`src/rtl/imm_encoder_if.sv`:
```
// Request/result bus of the RV32I instruction assembler.
// The requester drives the request fields and out_ready; the encoder drives in_ready and the result.
interface imm_encoder_if;
    logic        in_valid;
    logic        in_ready;
    logic [2:0]  in_format;
    logic [6:0]  in_opcode;
    logic [4:0]  in_rd;
    logic [4:0]  in_rs1;
    logic [4:0]  in_rs2;
    logic [2:0]  in_funct3;
    logic [31:0] in_imm;
    logic        out_valid;
    logic        out_ready;
    logic [31:0] out_instr;
    logic        out_error;

    modport master (
        output in_valid, in_format, in_opcode, in_rd, in_rs1, in_rs2, in_funct3, in_imm, out_ready,
        input  in_ready, out_valid, out_instr, out_error
    );

    modport slave (
        input  in_valid, in_format, in_opcode, in_rd, in_rs1, in_rs2, in_funct3, in_imm, out_ready,
        output in_ready, out_valid, out_instr, out_error
    );
endinterface

```
`src/rtl/imm_encoder.sv`:
```
// RV32I instruction assembler: packs immediate + register/opcode fields into an
// I/S/B/U/J instruction word, flags unrepresentable immediates (result becomes a NOP).
// Two-stage valid/ready pipeline with saturating delivered/error counters.
module imm_encoder #(
    parameter int COUNT_W = 16
) (
    input  logic               clk,
    input  logic               reset_n,
    imm_encoder_if.slave       bus,
    output logic [COUNT_W-1:0] enc_count,
    output logic [COUNT_W-1:0] err_count
);
    localparam logic [2:0]  FMT_U = 3'b000;
    localparam logic [2:0]  FMT_I = 3'b001;
    localparam logic [2:0]  FMT_S = 3'b010;
    localparam logic [2:0]  FMT_B = 3'b011;
    localparam logic [31:0] NOP   = 32'h0000_0013;

    // Stage-1 registered request
    logic               vld_p1;
    logic [2:0]         fmt_p1;
    logic [6:0]         opcode_p1;
    logic [4:0]         rd_p1;
    logic [4:0]         rs1_p1;
    logic [4:0]         rs2_p1;
    logic [2:0]         funct3_p1;
    logic signed [31:0] imm_p1;

    // Stage-2 registered result
    logic               vld_p2;
    logic [31:0]        instr_p2;
    logic               err_p2;

    logic               s2_adv;
    logic               s1_adv;
    logic               accept;
    logic               deliver;
    logic [31:0]        enc_instr;
    logic               enc_err;

    // Immediate cannot be expressed in the selected format
    function automatic logic imm_bad(input logic [2:0] fmt, input logic signed [31:0] imm);
        logic bad;
        if (fmt[2])
            bad = (imm[31:20] != {12{imm[31]}}) || imm[0];
        else if (fmt == FMT_U)
            bad = (imm[11:0] != 12'h000);
        else if (fmt == FMT_B)
            bad = (imm[31:12] != {20{imm[31]}}) || imm[0];
        else
            bad = (imm[31:11] != {21{imm[31]}});
        return bad;
    endfunction

    // Scatter the immediate bits into their instruction positions
    function automatic logic [31:0] encode(
        input logic [2:0]         fmt,
        input logic [6:0]         op,
        input logic [4:0]         rd,
        input logic [4:0]         rs1,
        input logic [4:0]         rs2,
        input logic [2:0]         f3,
        input logic signed [31:0] imm
    );
        logic [31:0] w;
        if (fmt[2])
            w = {imm[20], imm[10:1], imm[11], imm[19:12], rd, op};
        else begin
            case (fmt)
                FMT_I:   w = {imm[11:0], rs1, f3, rd, op};
                FMT_S:   w = {imm[11:5], rs2, rs1, f3, imm[4:0], op};
                FMT_B:   w = {imm[12], imm[10:5], rs2, rs1, f3, imm[4:1], imm[11], op};
                default: w = {imm[31:12], rd, op};
            endcase
        end
        return w;
    endfunction

    function automatic logic [COUNT_W-1:0] sat_inc(input logic [COUNT_W-1:0] c);
        return (&c) ? c : c + COUNT_W'(1);
    endfunction

    assign s2_adv       = !vld_p2 || bus.out_ready;
    assign s1_adv       = vld_p1 && s2_adv;
    assign bus.in_ready = !vld_p1 || s2_adv;
    assign accept       = bus.in_valid && bus.in_ready;
    assign deliver      = vld_p2 && bus.out_ready;

    assign bus.out_valid = vld_p2;
    assign bus.out_instr = instr_p2;
    assign bus.out_error = err_p2;

    // Stage-1 occupancy: filled on accept, emptied when its content moves on
    always_ff @(posedge clk or negedge reset_n) begin
        if (!reset_n)
            vld_p1 <= 1'b0;
        else if (accept)
            vld_p1 <= 1'b1;
        else if (s1_adv)
            vld_p1 <= 1'b0;
    end

    // Stage-1 request fields captured on accept
    always_ff @(posedge clk) begin
        if (accept) begin
            fmt_p1    <= bus.in_format;
            opcode_p1 <= bus.in_opcode;
            rd_p1     <= bus.in_rd;
            rs1_p1    <= bus.in_rs1;
            rs2_p1    <= bus.in_rs2;
            funct3_p1 <= bus.in_funct3;
            imm_p1    <= bus.in_imm;
        end
    end

    // Encode and range-check the stage-1 request
    always_comb begin
        enc_err   = imm_bad(fmt_p1, imm_p1);
        enc_instr = NOP;
        if (!enc_err)
            enc_instr = encode(fmt_p1, opcode_p1, rd_p1, rs1_p1, rs2_p1, funct3_p1, imm_p1);
    end

    // ---- stage 1 -> stage 2 boundary ----
    // Result register: loads when free or being drained, otherwise holds steady
    always_ff @(posedge clk or negedge reset_n) begin
        if (!reset_n) begin
            vld_p2   <= 1'b0;
            instr_p2 <= 32'h0;
            err_p2   <= 1'b0;
        end else if (s2_adv) begin
            vld_p2 <= vld_p1;
            if (vld_p1) begin
                instr_p2 <= enc_instr;
                err_p2   <= enc_err;
            end
        end
    end

    // Saturating statistics on each delivered result
    always_ff @(posedge clk or negedge reset_n) begin
        if (!reset_n) begin
            enc_count <= '0;
            err_count <= '0;
        end else if (deliver) begin
            enc_count <= sat_inc(enc_count);
            if (err_p2)
                err_count <= sat_inc(err_count);
        end
    end
endmodule

```
`src/flat_wrapper.sv`:
```
// flat-port wrapper written by rule: the top's interface ports become plain ports
module imm_encoder_flat 
#(
    parameter int COUNT_W = 16
)
  (clk, reset_n, enc_count, err_count, bus_in_valid, bus_in_format, bus_in_opcode, bus_in_rd, bus_in_rs1, bus_in_rs2, bus_in_funct3, bus_in_imm, bus_out_ready, bus_in_ready, bus_out_valid, bus_out_instr, bus_out_error);
  imm_encoder_if bus_i ();
  input  logic clk;
  input  logic reset_n;
  output logic [COUNT_W-1:0] enc_count;
  output logic [COUNT_W-1:0] err_count;
  input wire logic [$bits(bus_i.in_valid)-1:0] bus_in_valid;
  input wire logic [$bits(bus_i.in_format)-1:0] bus_in_format;
  input wire logic [$bits(bus_i.in_opcode)-1:0] bus_in_opcode;
  input wire logic [$bits(bus_i.in_rd)-1:0] bus_in_rd;
  input wire logic [$bits(bus_i.in_rs1)-1:0] bus_in_rs1;
  input wire logic [$bits(bus_i.in_rs2)-1:0] bus_in_rs2;
  input wire logic [$bits(bus_i.in_funct3)-1:0] bus_in_funct3;
  input wire logic [$bits(bus_i.in_imm)-1:0] bus_in_imm;
  input wire logic [$bits(bus_i.out_ready)-1:0] bus_out_ready;
  output wire logic [$bits(bus_i.in_ready)-1:0] bus_in_ready;
  output wire logic [$bits(bus_i.out_valid)-1:0] bus_out_valid;
  output wire logic [$bits(bus_i.out_instr)-1:0] bus_out_instr;
  output wire logic [$bits(bus_i.out_error)-1:0] bus_out_error;
  assign bus_i.in_valid = bus_in_valid;
  assign bus_i.in_format = bus_in_format;
  assign bus_i.in_opcode = bus_in_opcode;
  assign bus_i.in_rd = bus_in_rd;
  assign bus_i.in_rs1 = bus_in_rs1;
  assign bus_i.in_rs2 = bus_in_rs2;
  assign bus_i.in_funct3 = bus_in_funct3;
  assign bus_i.in_imm = bus_in_imm;
  assign bus_i.out_ready = bus_out_ready;
  assign bus_in_ready = bus_i.in_ready;
  assign bus_out_valid = bus_i.out_valid;
  assign bus_out_instr = bus_i.out_instr;
  assign bus_out_error = bus_i.out_error;
  imm_encoder #(.COUNT_W(COUNT_W)) u_core (.clk(clk), .reset_n(reset_n), .bus(bus_i), .enc_count(enc_count), .err_count(err_count));
endmodule
```
`config.mk`:
```
export PLATFORM = sky130hd
export DESIGN_NAME = imm_encoder_flat
export DESIGN_NICKNAME = d
export VERILOG_FILES = /design/src/rtl/imm_encoder_if.sv /design/src/rtl/imm_encoder.sv /design/src/flat_wrapper.sv
export SDC_FILE = /design/constraint.sdc
export NUM_CORES = 1
export LEC_CHECK = 0
export ABC_AREA = 1
export CAP_MARGIN = 0
export CELL_PAD_IN_SITES_DETAIL_PLACEMENT = 1
export CELL_PAD_IN_SITES_GLOBAL_PLACEMENT = 1
export CORE_ASPECT_RATIO = 1.1
export CORE_MARGIN = 5
export CORE_UTILIZATION = 41
export DETAILED_ROUTE_END_ITERATION = 7
export GPL_TIMING_DRIVEN = 1
export MAX_ROUTING_LAYER = met4
export PLACE_DENSITY = 0.94
export REMOVE_ABC_BUFFERS = 1
export SLEW_MARGIN = 25
export SYNTH_ARGS = -nofsm -noshare
export SYNTH_HDL_FRONTEND = slang
export SYNTH_SLANG_ARGS = --single-unit
```
`constraint.sdc`:
```
create_clock -name clk -period 6.7 [get_ports clk]
set_clock_uncertainty 0.1 [all_clocks]
set_input_delay 1.675 -clock clk [delete_from_list [all_inputs] [get_ports clk]]
set_output_delay 1.675 -clock clk [all_outputs]
set_load 0.03 [all_outputs]
```
After elaboration in Yosys (flattened, before gate mapping)

Cells that the tools add are included.

$add $sub $neg: 2
Equal/unequal tests: 6
Multiplexer cells: 8
Bitwise logic cells: 2
Reduce and logical (&&, ||, !) cells: 17

Operator list:

| cell                    | number |
|---|---|
| $pmux W32 S3            | 1 |
| $mux W32                | 2 |
| $add A16 B1 Y16 const B | 2 |
| $reduce_and A16 Y1      | 2 |
| $ne A20 B20 Y1          | 1 |
| $ne A19 B19 Y1          | 1 |
| $reduce_bool A12 Y1     | 1 |
| $ne A11 B11 Y1          | 1 |
| $eq A3 B2 Y1 const B    | 2 |
| $mux W1                 | 5 |
| $logic_or A1 B1 Y1      | 4 |
| $reduce_and A2 Y1       | 2 |
| $eq A3 B1 Y1 const B    | 1 |
| $logic_and A1 B1 Y1     | 3 |
| $logic_not A3 Y1        | 1 |
| $reduce_and A3 Y1       | 1 |
| $logic_not A1 Y1        | 2 |
| $not A1 Y1              | 2 |
| $reduce_bool A2 Y1      | 1 |

Register bits: 127
Input bits: 64
Logic and storage cells: 48

Depth between registers and ports, before layout

Word-level depth: 6
Depth in mapped cells: 12
Depth with buffers taken out: 11

Least setup slack after synthesis

No wires, ideal clock.

Kind: input -> register
From: in bus_out_ready
To: reg u_core.fmt_p1[0], enable pin
Arrival: 3.286 ns
Data required time: 6.186 ns
Slack: 2.900 ns
Stages on the path: 4
Path buffers: 0
Cells stage by stage: inv_1 > nand3_1 > nand2_1 > inv_1

Cells in the longest elaborated chain, start to end: 3

Ends and longest elaborated chain:

| element              | line               | RTL |
|---|---|---|
| from (decl)          | flat_wrapper.sv:20 | `input wire logic [$bits(bus_i.out_ready)-1:0] bus_out_ready;` |
| $logic_or A1 B1 Y1   | imm_encoder.sv:83  | `assign s2_adv = !vld_p2 \|\| bus.out_ready;` |
| $logic_or A1 B1 Y1   | imm_encoder.sv:85  | `assign bus.in_ready = !vld_p1 \|\| s2_adv;` |
| via bus_in_ready     | flat_wrapper.sv:21 | `output wire logic [$bits(bus_i.in_ready)-1:0] bus_in_ready;` |
| $logic_and A1 B1 Y1  | imm_encoder.sv:86  | `assign accept = bus.in_valid && bus.in_ready;` |
| via u_core.accept    | imm_encoder.sv:36  | `logic accept;` |
| to (signal assigned) | imm_encoder.sv:106 | `fmt_p1 <= bus.in_format;` |
| to (decl)            | imm_encoder.sv:21  | `logic [2:0] fmt_p1;` |

The timed path passes the listed nets, and every way through them passes these cells.
A chain may end at the register's enable or synchronous reset.

Final worst setup path

From: in bus_out_ready
To: out bus_in_ready

Cells in the longest elaborated chain, start to end: 2

Ends and longest elaborated chain:

| element            | line |
|---|---|
| $logic_or A1 B1 Y1 | imm_encoder.sv:83 |
| $logic_or A1 B1 Y1 | imm_encoder.sv:85 |
| to (decl)          | flat_wrapper.sv:21 |

No other way between the ends.

==> metrics.txt <==
n_diodes 0; flop-to-flop setup slack roughly 4.1 ns; synth-to-layout area growth 35.31%; worst-path maximum fanout 3; CTS tree done; IO Port Bufs 130; worst-skew pair later-pin latency about 0.42 ns; drt pass-1 iters 5; first-pass GRT wire length around 27 mm; Synth area leaders edfxtp_1, dfrtp_1, nand2_1, nand3_1, xor2_1; largest net degree at the start of global routing 68; worst endpoint required time ~4.9 ns; Primary FF master, synth dfrtp_1; simple-gate share of the synthesized area around a quarter; Critical Path AT slightly above 3 ns; syn_area_per_cell 9.946 sq um; Row Count 45; Final period util roughly 72%; count leader, synth nand2_1; wire length on met1 6.298 mm; worst reg2reg path depth 10; crit path time final 4.800 ns; clk root buf clkbuf_16; max-capacitance violation count 0; # setup viols final 0; Resized cells post-CTS 0; worst reg2reg path startpoint u_core.fmt_p1[0]; post-route ant nets 0; met2 wire len around 9 mm; gpl congestion slightly below 0.9; post-synthesis mux area share 0%; Post-synth top cells nand2_1, dfrtp_1, edfxtp_1; Total GRT Usage between 20% and 30%; Initial DRC Count 234; Final Hold Fails 0; Rel. slew slack 40.76%; Worst IR Drop VDD roughly 0.17 mV; Multi-input gate area around 2000 sq um; worst min path class reg2reg; met3 routed WL between 600 and 700 um; Synth Area in Compound Gates between 4 and 5%; top-area cell type share of the netlist area between 30% and 40%; sequential cell area fraction in the yosys report between 60 and 70%; worst setup path class in2out; RSZ-0062 raised after global routing no; vias in the first global route roughly 5300; Clock transition at path regs approximately 0.060 ns; leading area contributor after synthesis edfxtp_1; setup tns final 0 ns; total vias in the final route between 4000 and 5000; TritonCTS buffer count 17; antenna violations before repair 0; xor and xnor area share after synthesis 4.295%; crit path capture type output pin; main combinational cell family by area after synthesis simple AND/OR/NAND/NOR gates; layout cells sized above 1 between 10% and 20%; Chip Height 133.8 um; synth unique cells 39; Die ar. around 16000 sq um; Final Hold Slack approximately 0.38 ns; CTS Hold Bufs 0; synthesized cell area roughly 5700 sq um; status complete, no violations; I/O Pins between 100 and 150; CTS Sinks ~130; DPL Wire Length 11.95 mm; Syn Inst Count 574; PwrDens 304.5 nW/um^2; Final nets 776; number of synthesized flops with an enable pin 60; Fmax 208.3 MHz; Filler Cell Count around 1500; die width between 100 and 150 um; Crit. Startpoint bus_out_ready; vias per cell just over 5; core area between 10000 and 15000 sq um; Max Used Layer met4; drt wl/cell about 18 um; FF-to-FF End u_core.bus.out_instr[26]; Worst Setup EP bus_in_ready; WL final 16.57 mm; Post-Synth Adder-Cell Area less than 1%; share of synthesized registers carrying an async set or reset between 50 and 60%; aggregate global routing overflow 0; Worst Max-Slew Pin Slew a little under 0.9 ns; flops & latches, synth about 130; H-tree levels 4; crit start category input port; leakage power total 3.268 nW; Final Max Slew Viols 0; FF+latch area roughly 3500 sq um; Initial Util 41.56%; YS warnings 0; clock buffer depth 2; setup bufs post-CTS 0; Remaining DRCs 0
==> per-layer routing <==
| layer | track usage, % | vias up |
|---|---|---|
| li1 | - | 2169 |
| met3 | 4.034 | 53 |
| met2 | 38.71 | 153 |
| met1 | 23.55 | 2266 |
| met4 | 11.64 | 0 |
| met5 | - | - |
==> kinds of logic after synthesis <==
kind of cell / count (synthesis)
and+or+nand+nor: 324
DFF: 127
buffers and inverters: 54
AOI/OAI and AO/OA: 39
xor gates and xnor gates: 28
adders and majority gates: 2
==> final cells by class <==
| class | count | share of cell area (%) |
|---|---|---|
| Multi-Input combinational cell | 393 | 25.43 |
| Inverter | 39 | 1.992 |
| Tap cell | 188 | 3.045 |
| Sequential cell | 127 | 45.03 |
| Clock buffer | 17 | 5.507 |
| Timing Repair Buffer | 132 | 16.97 |
| Clock inverter | 14 | 2.025 |
==> registers in the layout, indices dropped and copies added, names as in the netlist, 3 cells and up <==
| signal | cells |
|---|---|
| u_core.imm_p1 | 32 |
| u_core.opcode_p1 | 7 |
| u_core.rd_p1 | 5 |
| u_core.enc_count | 16 |
| u_core.fmt_p1 | 3 |
| u_core.err_count | 16 |
| u_core.funct3_p1 | 3 |
| u_core.bus.out_instr | 32 |
| u_core.rs2_p1 | 5 |
| u_core.rs1_p1 | 5 |
==> critical path, cell delays in order <==
cell	delay, ns
clkdlybuf4s50_1	0.48
inv_1	0.06
nand3_1	0.12
clkdlybuf4s50_1	0.70
==> worst min-delay path by stage <==
stage,slack [ns],cells after the start,startpoint,to
floorplan,0.35,2,u_core.opcode_p1[2],u_core.bus.out_instr[2]
global placement,0.36,2,u_core.opcode_p1[5],u_core.bus.out_instr[5]
detailed placement,0.37,2,u_core.bus.out_instr[19],u_core.bus.out_instr[19]
CTS,0.38,2,u_core.bus.out_instr[19],u_core.bus.out_instr[19]
global route,0.41,2,u_core.opcode_p1[6],u_core.bus.out_instr[6]
finish,0.38,2,u_core.bus.out_instr[19],u_core.bus.out_instr[19]
==> layout by cell type, fill, tap and decap left out, drive strengths merged, types with 5 or more instances in the layout <==
master         count
clkbuf            17
clkdlybuf4s50    129
a21oi              5
nor2              40
nand4              8
inv               44
nor3              13
xnor2             11
edfxtp            60
nand2            208
dfrtp             67
nand3             50
o21ai             24
xor2              17
==> where the power goes <==
group	internal (W)	switching, W
logic	0.000177	0.000276
registers	0.000901	0.0000867
clock network	0.000552	0.000360
==> per-stage QoR <==
| stage | total power (W) | area, sq um | setup WS, ns | utilization [%] | std cells |
|---|---|---|---|---|---|
| 3_3_place_gp | 0.001429 | 7141 | 1.945 | 51.98 | 879 |
| 5_1_grt | 0.002462 | 7725 | 1.834 | 56.23 | 910 |
| 6_report | 0.002352 | 7725 | 1.900 | 56.23 | 910 |
| 4_1_cts | 0.002382 | 7725 | 1.890 | 56.23 | 910 |
| 3_5_place_dp | 0.001458 | 7143 | 1.898 | 51.99 | 879 |
| 2_1_floorplan | 0.001235 | 5594 | 2.900 | - | 559 |
(Power assumes the default switching activity.)
